**config.mk**
```make
export PLATFORM = sky130hd
export DESIGN_NAME = id_ex_stage
export DESIGN_NICKNAME = d
export VERILOG_FILES = /design/src/rtl/riscv_pipe_pkg.sv /design/src/rtl/load_use_detect.sv /design/src/rtl/id_ex_stage.sv
export SDC_FILE = /design/constraint.sdc
export NUM_CORES = 1
export LEC_CHECK = 0
export CORE_MARGIN = 2
export CORE_UTILIZATION = 40
export CTS_BUF_LIST = sky130_fd_sc_hd__clkbuf_4
export CTS_CLUSTER_SIZE = 25
export DETAILED_ROUTE_END_ITERATION = 7
export PLACE_DENSITY = 0.8
export SYNTH_ARGS = -nofsm -noshare
export SYNTH_HDL_FRONTEND = slang
export SYNTH_SLANG_ARGS = --single-unit
```
**constraint.sdc**
```tcl
create_clock -name clk -period 5.85 [get_ports clk]
set_clock_uncertainty 0.1 [all_clocks]
set_input_delay 0.585 -clock clk [delete_from_list [all_inputs] [get_ports clk]]
set_output_delay 0.585 -clock clk [all_outputs]
set_load 0.05 [all_outputs]
```
**src/rtl/riscv_pipe_pkg.sv**
```systemverilog
// Shared definitions for the RISC-V pipeline stages.
//   - Bit positions inside the decoded control bundle.
//   - Default control bundle width.
//   - Encoding of the per-edge action taken by the ID/EX register.
package riscv_pipe_pkg;

  localparam int unsigned DEFAULT_CTRL_WIDTH = 8;

  localparam int unsigned CTRL_MEM_READ   = 0;
  localparam int unsigned CTRL_MEM_WRITE  = 1;
  localparam int unsigned CTRL_REG_WRITE  = 2;
  localparam int unsigned CTRL_BRANCH     = 3;
  localparam int unsigned CTRL_JUMP       = 4;
  localparam int unsigned CTRL_ALU_SRC    = 5;
  localparam int unsigned CTRL_MEM_TO_REG = 6;

  // What the ID/EX register does on the next clock edge, highest priority first.
  typedef enum logic [2:0] {
    ActReset,
    ActFlush,
    ActLoad,
    ActBubble,
    ActHold
  } idex_action_e;

endpackage

```
**src/rtl/load_use_detect.sv**
```systemverilog
// Load-use hazard detector (purely combinational).
// Ports:
//   i_ex_valid, i_ex_ctrl, i_ex_rd : instruction currently held in EX
//   i_id_valid, i_id_uses_rs1/2,
//   i_id_rs1/2                     : instruction presented by decode
//   o_hazard                       : decode reads the destination of a load still in EX
module load_use_detect
  import riscv_pipe_pkg::*;
#(
  parameter int unsigned ADDRESS_WIDTH = 5,
  parameter int unsigned CTRL_WIDTH    = DEFAULT_CTRL_WIDTH
) (
  input  logic                     i_ex_valid,
  input  logic [CTRL_WIDTH-1:0]    i_ex_ctrl,
  input  logic [ADDRESS_WIDTH-1:0] i_ex_rd,
  input  logic                     i_id_valid,
  input  logic                     i_id_uses_rs1,
  input  logic                     i_id_uses_rs2,
  input  logic [ADDRESS_WIDTH-1:0] i_id_rs1,
  input  logic [ADDRESS_WIDTH-1:0] i_id_rs2,
  output logic                     o_hazard
);

  logic w_ex_is_load;
  logic w_src_match;

  // A load to x0 produces nothing anyone can depend on.
  assign w_ex_is_load = i_ex_valid && i_ex_ctrl[CTRL_MEM_READ] && (i_ex_rd != '0);
  assign w_src_match  = (i_id_uses_rs1 && (i_id_rs1 == i_ex_rd)) ||
                        (i_id_uses_rs2 && (i_id_rs2 == i_ex_rd));
  assign o_hazard     = w_ex_is_load && i_id_valid && w_src_match;

endmodule

```
**src/rtl/id_ex_stage.sv**
```systemverilog
// ID/EX pipeline register.
// Captures decoded fields and register file read data, stalls decode for one
// bubble on load-use hazards, refreshes held source operands from write-back
// while EX is back-pressured, and counts load-use bubbles (saturating).
// Ports:
//   clk, rst          : clock, synchronous active-high reset
//   id_*              : instruction from decode plus register file read data
//   id_ready          : decode instruction accepted this cycle (combinational)
//   flush             : kill the instruction held in EX
//   wb_we/wb_rd/wb_data : write-back bus (same as register file write port)
//   ex_ready          : EX consumes ex_* this cycle
//   ex_*              : registered instruction for EX, ex_valid marks it live
//   bubble_count      : saturating count of load-use bubbles
module id_ex_stage
  import riscv_pipe_pkg::*;
#(
  parameter int unsigned DATA_WIDTH    = 32,
  parameter int unsigned ADDRESS_WIDTH = 5,
  parameter int unsigned CTRL_WIDTH    = DEFAULT_CTRL_WIDTH,
  parameter int unsigned CNT_WIDTH     = 16
) (
  input  logic                     clk,
  input  logic                     rst,
  input  logic                     id_valid,
  output logic                     id_ready,
  input  logic [DATA_WIDTH-1:0]    id_pc,
  input  logic [ADDRESS_WIDTH-1:0] id_rs1,
  input  logic [ADDRESS_WIDTH-1:0] id_rs2,
  input  logic [ADDRESS_WIDTH-1:0] id_rd,
  input  logic                     id_uses_rs1,
  input  logic                     id_uses_rs2,
  input  logic [DATA_WIDTH-1:0]    id_rs1_data,
  input  logic [DATA_WIDTH-1:0]    id_rs2_data,
  input  logic [DATA_WIDTH-1:0]    id_imm,
  input  logic [CTRL_WIDTH-1:0]    id_ctrl,
  input  logic                     flush,
  input  logic                     wb_we,
  input  logic [ADDRESS_WIDTH-1:0] wb_rd,
  input  logic [DATA_WIDTH-1:0]    wb_data,
  input  logic                     ex_ready,
  output logic                     ex_valid,
  output logic [DATA_WIDTH-1:0]    ex_pc,
  output logic [DATA_WIDTH-1:0]    ex_imm,
  output logic [DATA_WIDTH-1:0]    ex_rs1_data,
  output logic [DATA_WIDTH-1:0]    ex_rs2_data,
  output logic [ADDRESS_WIDTH-1:0] ex_rs1,
  output logic [ADDRESS_WIDTH-1:0] ex_rs2,
  output logic [ADDRESS_WIDTH-1:0] ex_rd,
  output logic [CTRL_WIDTH-1:0]    ex_ctrl,
  output logic [CNT_WIDTH-1:0]     bubble_count
);

  logic                     r_valid;
  logic [DATA_WIDTH-1:0]    r_pc;
  logic [DATA_WIDTH-1:0]    r_imm;
  logic [DATA_WIDTH-1:0]    r_rs1_data;
  logic [DATA_WIDTH-1:0]    r_rs2_data;
  logic [ADDRESS_WIDTH-1:0] r_rs1;
  logic [ADDRESS_WIDTH-1:0] r_rs2;
  logic [ADDRESS_WIDTH-1:0] r_rd;
  logic [CTRL_WIDTH-1:0]    r_ctrl;
  logic [CNT_WIDTH-1:0]     r_bubble_count;

  logic         w_slot_free;
  logic         w_hazard;
  logic         w_wb_hit;
  idex_action_e w_action;

  load_use_detect #(
    .ADDRESS_WIDTH (ADDRESS_WIDTH),
    .CTRL_WIDTH    (CTRL_WIDTH)
  ) u_load_use_detect (
    .i_ex_valid    (r_valid),
    .i_ex_ctrl     (r_ctrl),
    .i_ex_rd       (r_rd),
    .i_id_valid    (id_valid),
    .i_id_uses_rs1 (id_uses_rs1),
    .i_id_uses_rs2 (id_uses_rs2),
    .i_id_rs1      (id_rs1),
    .i_id_rs2      (id_rs2),
    .o_hazard      (w_hazard)
  );

  assign w_slot_free = !r_valid || ex_ready;
  assign id_ready    = w_slot_free && !w_hazard && !flush;
  // Writes to x0 are ignored so a held x0 operand stays zero.
  assign w_wb_hit    = wb_we && (wb_rd != '0);

  always_comb begin
    w_action = ActHold;
    if (rst) begin
      w_action = ActReset;
    end else if (flush) begin
      w_action = ActFlush;
    end else if (w_slot_free && id_valid && !w_hazard) begin
      w_action = ActLoad;
    end else if (w_slot_free) begin
      w_action = ActBubble;
    end
  end

  always_ff @(posedge clk) begin
    case (w_action)
      ActReset, ActFlush: begin
        r_valid    <= 1'b0;
        r_pc       <= '0;
        r_imm      <= '0;
        r_rs1_data <= '0;
        r_rs2_data <= '0;
        r_rs1      <= '0;
        r_rs2      <= '0;
        r_rd       <= '0;
        r_ctrl     <= '0;
        if (w_action == ActReset) begin
          r_bubble_count <= '0;
        end
      end
      ActLoad: begin
        r_valid    <= 1'b1;
        r_pc       <= id_pc;
        r_imm      <= id_imm;
        r_rs1      <= id_rs1;
        r_rs2      <= id_rs2;
        r_rd       <= id_rd;
        r_ctrl     <= id_ctrl;
        // The register file does not hardwire x0, so zero it here.
        r_rs1_data <= (id_rs1 == '0) ? '0 : id_rs1_data;
        r_rs2_data <= (id_rs2 == '0) ? '0 : id_rs2_data;
      end
      ActBubble: begin
        r_valid <= 1'b0;
        r_ctrl  <= '0;
        if (w_hazard && (r_bubble_count != {CNT_WIDTH{1'b1}})) begin
          r_bubble_count <= r_bubble_count + {{(CNT_WIDTH-1){1'b0}}, 1'b1};
        end
      end
      ActHold: begin
        // Keep held operands current; rd is a destination and never refreshed.
        if (w_wb_hit && (wb_rd == r_rs1)) begin
          r_rs1_data <= wb_data;
        end
        if (w_wb_hit && (wb_rd == r_rs2)) begin
          r_rs2_data <= wb_data;
        end
      end
      default: begin
        r_valid <= r_valid;
      end
    endcase
  end

  assign ex_valid     = r_valid;
  assign ex_pc        = r_pc;
  assign ex_imm       = r_imm;
  assign ex_rs1_data  = r_rs1_data;
  assign ex_rs2_data  = r_rs2_data;
  assign ex_rs1       = r_rs1;
  assign ex_rs2       = r_rs2;
  assign ex_rd        = r_rd;
  assign ex_ctrl      = r_ctrl;
  assign bubble_count = r_bubble_count;

endmodule
```
# ---- Yosys cells after proc, flatten, opt, wreduce, memory -nomap -nowiden
# Cells that the tools add are included.
dict set report word_totals {
  reg_bits 168
  input_bits 196
  wordCells 77
}
dict set report op_classes {
  add_sub_neg 1
  n_eq_ne 13
  muxes 20
  reduce_logical 33
}
# cell count
set ops {}
lappend ops {{32-bit one-hot mux with 3 select lines} 2}
lappend ops {{32-bit 2-to-1 mux} 4}
lappend ops {{32-bit one-hot mux with 2 select lines} 2}
lappend ops {{16-bit 2-to-1 mux} 2}
lappend ops {{16-bit one-hot mux with 2 select lines} 1}
lappend ops {{5-bit one-hot mux with 2 select lines} 3}
lappend ops {{5-bit == test} 4}
lappend ops {{16-bit by 1-bit adder with 16-bit output (second input constant)} 1}
lappend ops {{16-bit inequality test (second input constant)} 1}
lappend ops {{8-bit one-hot mux with 2 select lines} 1}
lappend ops {{1-bit logical AND} 14}
lappend ops {{3-bit 2-to-1 mux} 4}
lappend ops {{5-bit zero test} 2}
lappend ops {{5-bit nonzero test} 2}
lappend ops {{2-bit inequality test (second input constant)} 4}
lappend ops {{3-bit by 2-bit == test with 1-bit output (second input constant)} 2}
lappend ops {{2-bit nonzero test} 3}
lappend ops {{2-bit AND reduction} 2}
lappend ops {{3-bit by 1-bit == test with 1-bit output (second input constant)} 1}
lappend ops {{3-bit == test (second input constant)} 1}
lappend ops {{1-bit zero test} 3}
lappend ops {{3-bit zero test} 1}
lappend ops {{3-bit AND reduction} 1}
lappend ops {{3-bit nonzero test} 1}
lappend ops {{other kinds (4)} 5}

# ---- Longest topological paths before layout
dict set report depth {
  depth_word 13
  ltp_mapped 7
  mapped_depth_nobuf 5
}

# ---- Cells and area by module
# From an unflattened synthesis, not the netlist that was laid out.
dict set report unflattened {
  hier_cells 457
  area_unflattened_um2 7106.8
}
# mod instances cells_each area_each_um2 seq_area_each_um2
set by_module_without_submodules {}
lappend by_module_without_submodules {id_ex_stage 1 440 6975.4 5044.8}
lappend by_module_without_submodules {load_use_detect 1 17 131.4 0.0}

# ---- Least setup slack after synthesis
# Ideal clock, no wire load.
dict set report synth_timing {
  path_kind {flip-flop to flip-flop}
  start {register r_rd[2], in the netlist ex_rd[2]}
  end {register r_imm[0], in the netlist ex_imm[0], enable pin}
  arrival_time_ns 5.706
  path_slack_ns -0.499
  stages_incl_launch_ff 7
  period_less_slack_ns 6.349
  cell_sequence {edfxtp_1 or4_4 o2111ai_2 buf_4 buf_4 nor3_1 a21oi_1}
}
dict set report synth_via {
  elab_chain_cells 12
}
# item line
set synth_lines {}
lappend synth_lines {{start, declared} id_ex_stage.sv:60} ;# logic [ADDRESS_WIDTH-1:0] r_rd;
lappend synth_lines {{start signal, assigned} id_ex_stage.sv:124} ;# r_rd <= id_rd;
lappend synth_lines {{5-bit == test, or another cell as far along} load_use_detect.sv:29} ;# assign w_src_match = (i_id_uses_rs1 && (i_id_rs1 == i_ex_rd)) ||
lappend synth_lines {{1-bit logical AND, on equally long branches} {load_use_detect.sv:29, load_use_detect.sv:28, load_use_detect.sv:30}}
lappend synth_lines {{1-bit logical OR / 1-bit logical AND (equally long branches)} {load_use_detect.sv:29, load_use_detect.sv:31}}
lappend synth_lines {{1-bit logical AND (*)} load_use_detect.sv:31} ;# assign o_hazard = w_ex_is_load && i_id_valid && w_src_match;
lappend synth_lines {{1-bit zero test (*)} id_ex_stage.sv:95} ;# end else if (w_slot_free && id_valid && !w_hazard) begin
lappend synth_lines {{1-bit logical AND (*)} id_ex_stage.sv:95}
lappend synth_lines {{3-bit 2-to-1 mux (*)} id_ex_stage.sv:95}
lappend synth_lines {{3-bit 2-to-1 mux (*)} id_ex_stage.sv:93} ;# end else if (flush) begin
lappend synth_lines {{3-bit 2-to-1 mux (*)} id_ex_stage.sv:91} ;# if (rst) begin
lappend synth_lines {{3-bit by 1-bit == test with 1-bit output / 3-bit zero test (equally long branches)} id_ex_stage.sv:103} ;# case (w_action)
lappend synth_lines {{2-bit OR reduction} id_ex_stage.sv:103}
lappend synth_lines {{2-bit nonzero test (no line) (*)} -}
lappend synth_lines {{end signal, assigned} id_ex_stage.sv:121} ;# r_imm <= id_imm;
lappend synth_lines {{end, declared} id_ex_stage.sv:55} ;# logic [DATA_WIDTH-1:0] r_imm;
# Every way passes the cells marked *; elsewhere a longest branch is shown, timed or not.
# A chain may end at the register's enable or synchronous reset.

# ---- Final worst setup path
dict set report layout_timing {
  start {register r_rd[2], in the netlist ex_rd[2]}
  end {output port id_ready}
}
dict set report layout_via {
  elab_chain_cells 7
}
# item line
set layout_lines {}
lappend layout_lines {{5-bit == test, or another cell as far along} load_use_detect.sv:29}
lappend layout_lines {{1-bit logical AND, on equally long branches} {load_use_detect.sv:29, load_use_detect.sv:28, load_use_detect.sv:30}}
lappend layout_lines {{1-bit logical OR / 1-bit logical AND (equally long branches)} {load_use_detect.sv:29, load_use_detect.sv:31}}
lappend layout_lines {{1-bit logical AND (*)} load_use_detect.sv:31}
lappend layout_lines {{1-bit zero test (*)} id_ex_stage.sv:85} ;# assign id_ready = w_slot_free && !w_hazard && !flush;
lappend layout_lines {{1-bit logical AND (*) (2 in series)} id_ex_stage.sv:85}
lappend layout_lines {{end, declared} id_ex_stage.sv:25} ;# output logic id_ready,
# Marks and branches as above.

==> impl_metrics.ini <==
[timing]
final.min_clock_period_ns = 4.022
fmax_mhz = 248.6
finalSetupTns_ns = 0
finalSetupViolCount = 0
worstMarginPinSlew_ns = 1.057
timing.slew.headroom_pct = 29.53
final-hold-violation-count = 0
rsz0062_at_grt = false
slew_viol_final = 0
min_period_over_period_pct = 68.75
setup_slack_ns = 1.828

[yosys]
synth_cell_types = 36
ys_ff_latch = 168
synthSimpleGateAreaFrac_pct = 14.42
synth_nets = 956
synth_fa_ha_area_share_pct = 0.1493
yosys_warnings = 0
synth.area.mux_share_pct = 0
synth_seq_area_share_pct = 60.19
synth_compound_area_share_pct = 17.50
synth-async-reset-ratio_pct = 0
synth_top_family_by_area = compound AO/OA/AOI/OAI gates
synthXorXnorAreaFrac_pct = 3.553
synth_enable_flop_cells = 168
synthCells = 759
netlist_area_sq_um = 8382
avgSynthCellArea_sq_um = 11.04
synth_top_flop_cell = edfxtp_1

[drt]
wl_per_cell_um = 20.42
wl_um = 27800
first_iter_violations = 835
drt-vias-per-instance = 5.556
first_pass_iters = 5
remaining_drc_errors = 0
num_vias = 7562
final_antenna_net_count = 0

[worst_setup_path]
start_kind = flop
slowest_delay_ns = 0.88
criticalPathCategory = flop to output port
cp-end-kind = output port
worst-path-max-fanout = 21
required_ns = 5.16
cp_slowest_cell = clkdlybuf4s50_1
worstPathArrival_ns = 3.34
path_cells = or4_4, o2111a_2, a211oi_1, clkdlybuf4s50_1

[power]
ir_drop_mv = 0.1348
p_leak_uw = 0.004263
pwr_density_cell_nw_per_um2 = 235.1

[die]
core.rowCount = 52
coreArea_sq_um = 20430
start_util_pct = 41.03
die_h_um = 148.8
die-area_sq_um = 22130
ios = 365
die_w_um = 148.8

[clocking]
cts_buffers = 17
htreeDepth = 4
cts_setup_buffers = 0
postCtsHoldBufs = 0
clkSinkCount = 168
cts_resized = 0
cts-root-buf = clkbuf_4
clk_pin_slew_ns = 0.17
cts_tree = yes
clockBufferDepth = 2
insertion_delay_ns = 0.57

[min_path]
hold_path.class = input pin to flop

[placed_design]
hpwl_um = 18990
pre_cts_ws_ns = 2.051
routabilityCongestion = 0.8598
portBuffers = 364

[global_routing]
grt_pass1_wl_um = 41410
grt_usage_pct = 24.62
grt_pass1_vias = 7150
grt_antenna_before_repair = 1
grt_start_max_net_pins = 217
grt-ovfl-total = 0

[layout]
final_layout_size_suffix_gt1_share_pct = 5.780
layout.nets = 1274
fill_cells = 1684
post-route-util_pct = 61.04
seqCellArea_sq_um = 5045
multiInputGateArea_sq_um = 3040
areaGrowthSynthToFinish_pct = 48.78

[run_status]
outcome = completed

[job]
cap_violations = 0
critical path, delay by kind of cell (launching register included):
family / cells / cell delay [ns]
buffers and inverters: 1 / 0.88
AND/OR/NAND/NOR: 1 / 0.59
AO/OA/AOI/OAI: 2 / 0.78
flip-flops: 1 / 0.50
path summary, 6_finish.rpt:
check,startpoint,end,slack (ns),cells after the start
max,ex_rd[2]$_SDFFCE_PN0P_,id_ready,1.83,4
min,id_pc[11],ex_pc[11]$_SDFFCE_PN0P_,0.52,3
max reg2reg,ex_rd[2]$_SDFFCE_PN0P_,ex_pc[31]$_SDFFCE_PN0P_,2.25,6
min reg2reg,bubble_count[0]$_SDFFCE_PP0P_,bubble_count[0]$_SDFFCE_PP0P_,0.60,1
cells in the mapped netlist (2+ instances only):
cell type  instances  share of area, %
nor2_1            10              0.45
a21oi_1           89               5.3
o21ai_0           65               3.9
clkbuf_1          52               2.3
nand3_1           69               4.1
inv_1              4              0.18
buf_4              4              0.36
edfxtp_1         168                60
nor3_2             9               1.1
nand4_1            7              0.52
o22a_1             2              0.21
nand2_1           87               3.9
buf_2             17               1.0
xnor2_1           29               3.0
buf_6              2              0.27
nor3_1            15              0.90
o21ai_1            7              0.42
nor4_1             7              0.52
and2_1            32               2.4
a41oi_1           64               6.7
xor2_1             5              0.52
state kept, by name, indices dropped and copies added, names as in the netlist:
register / cells
ex_imm: 32
ex_pc: 32
ex_rs1_data: 32
ex_rs2_data: 32
bubble_count: 16
ex_ctrl: 8
ex_rd: 5
ex_rs1: 5
ex_rs2: 5
ex_valid: 1
cell families (layout without fill, tap and decap cells):
| group | Yosys count | count (layout) |
|---|---|---|
| flops | 168 | 168 |
| fa+ha+maj | 1 | 1 |
| simple gates | 241 | 241 |
| xor+xnor | 34 | 34 |
| other cells | 0 | 1 |
| compound gates | 235 | 235 |
| buf+inv | 80 | 411 |
power by group:
group          total [uW]  internal [uW]  leakage [uW]  switching, uW
registers            1450           1410       0.00190           35.4
clock network         722            265      0.000157            458
logic                 761            292       0.00220            468
total                2930           1970       0.00426            961
per-layer routing:
layer / global-route usage (%) / routed length, um / up-vias
met3: 6.636 / 2299 / 53
met4: 9.571 / 929 / 0
met5: 0 / 0 / -
met1: 32.07 / 10890 / 3573
li1: - / - / 3547
met2: 39.42 / 13680 / 389
cells in the final DEF (no fill, tap or decap), types with 2 or more instances in the layout:
| cell type | instances |
|---|---|
| nor3_2 | 9 |
| xnor2_1 | 29 |
| a41oi_1 | 64 |
| o22a_1 | 2 |
| o21ai_0 | 65 |
| xor2_1 | 5 |
| nor2_1 | 10 |
| buf_4 | 10 |
| nor3_1 | 15 |
| nand2_2 | 2 |
| bufinv_16 | 2 |
| and2_1 | 32 |
| nand3_1 | 69 |
| inv_1 | 4 |
| inv_6 | 6 |
| edfxtp_1 | 168 |
| a21oi_1 | 88 |
| nor4_1 | 6 |
| clkinv_1 | 2 |
| nand2_1 | 85 |
| clkbuf_4 | 17 |
| inv_8 | 2 |
| nand4_1 | 7 |
| o21ai_1 | 7 |
| clkdlybuf4s50_1 | 364 |
stage by stage:
step | hold slack, ns | cells | total power (uW) | area (sq um)
3_3_place_gp | 0.5633 | 1328 | 2229 | 12180
3_5_place_dp | 0.5832 | 1328 | 2236 | 12180
4_1_cts | 0.4796 | 1360 | 2946 | 12470
5_1_grt | 0.4815 | 1361 | 3030 | 12470
6_report | 0.5235 | 1361 | 2932 | 12470
2_1_floorplan | 0.7154 | 759 | 1892 | 8386
final cells by class:
type | count | area share (%)
sequential | 168 | 40.45
clock inverter | 15 | 1.314
timing repair buffer | 375 | 29.98
multi-input combinational | 511 | 24.38
antenna | 1 | 0.02007
tap | 270 | 2.709
inverter | 4 | 0.1204
clock buffer | 17 | 1.023
No activity file was read; power rests on OpenSTA's default activity.
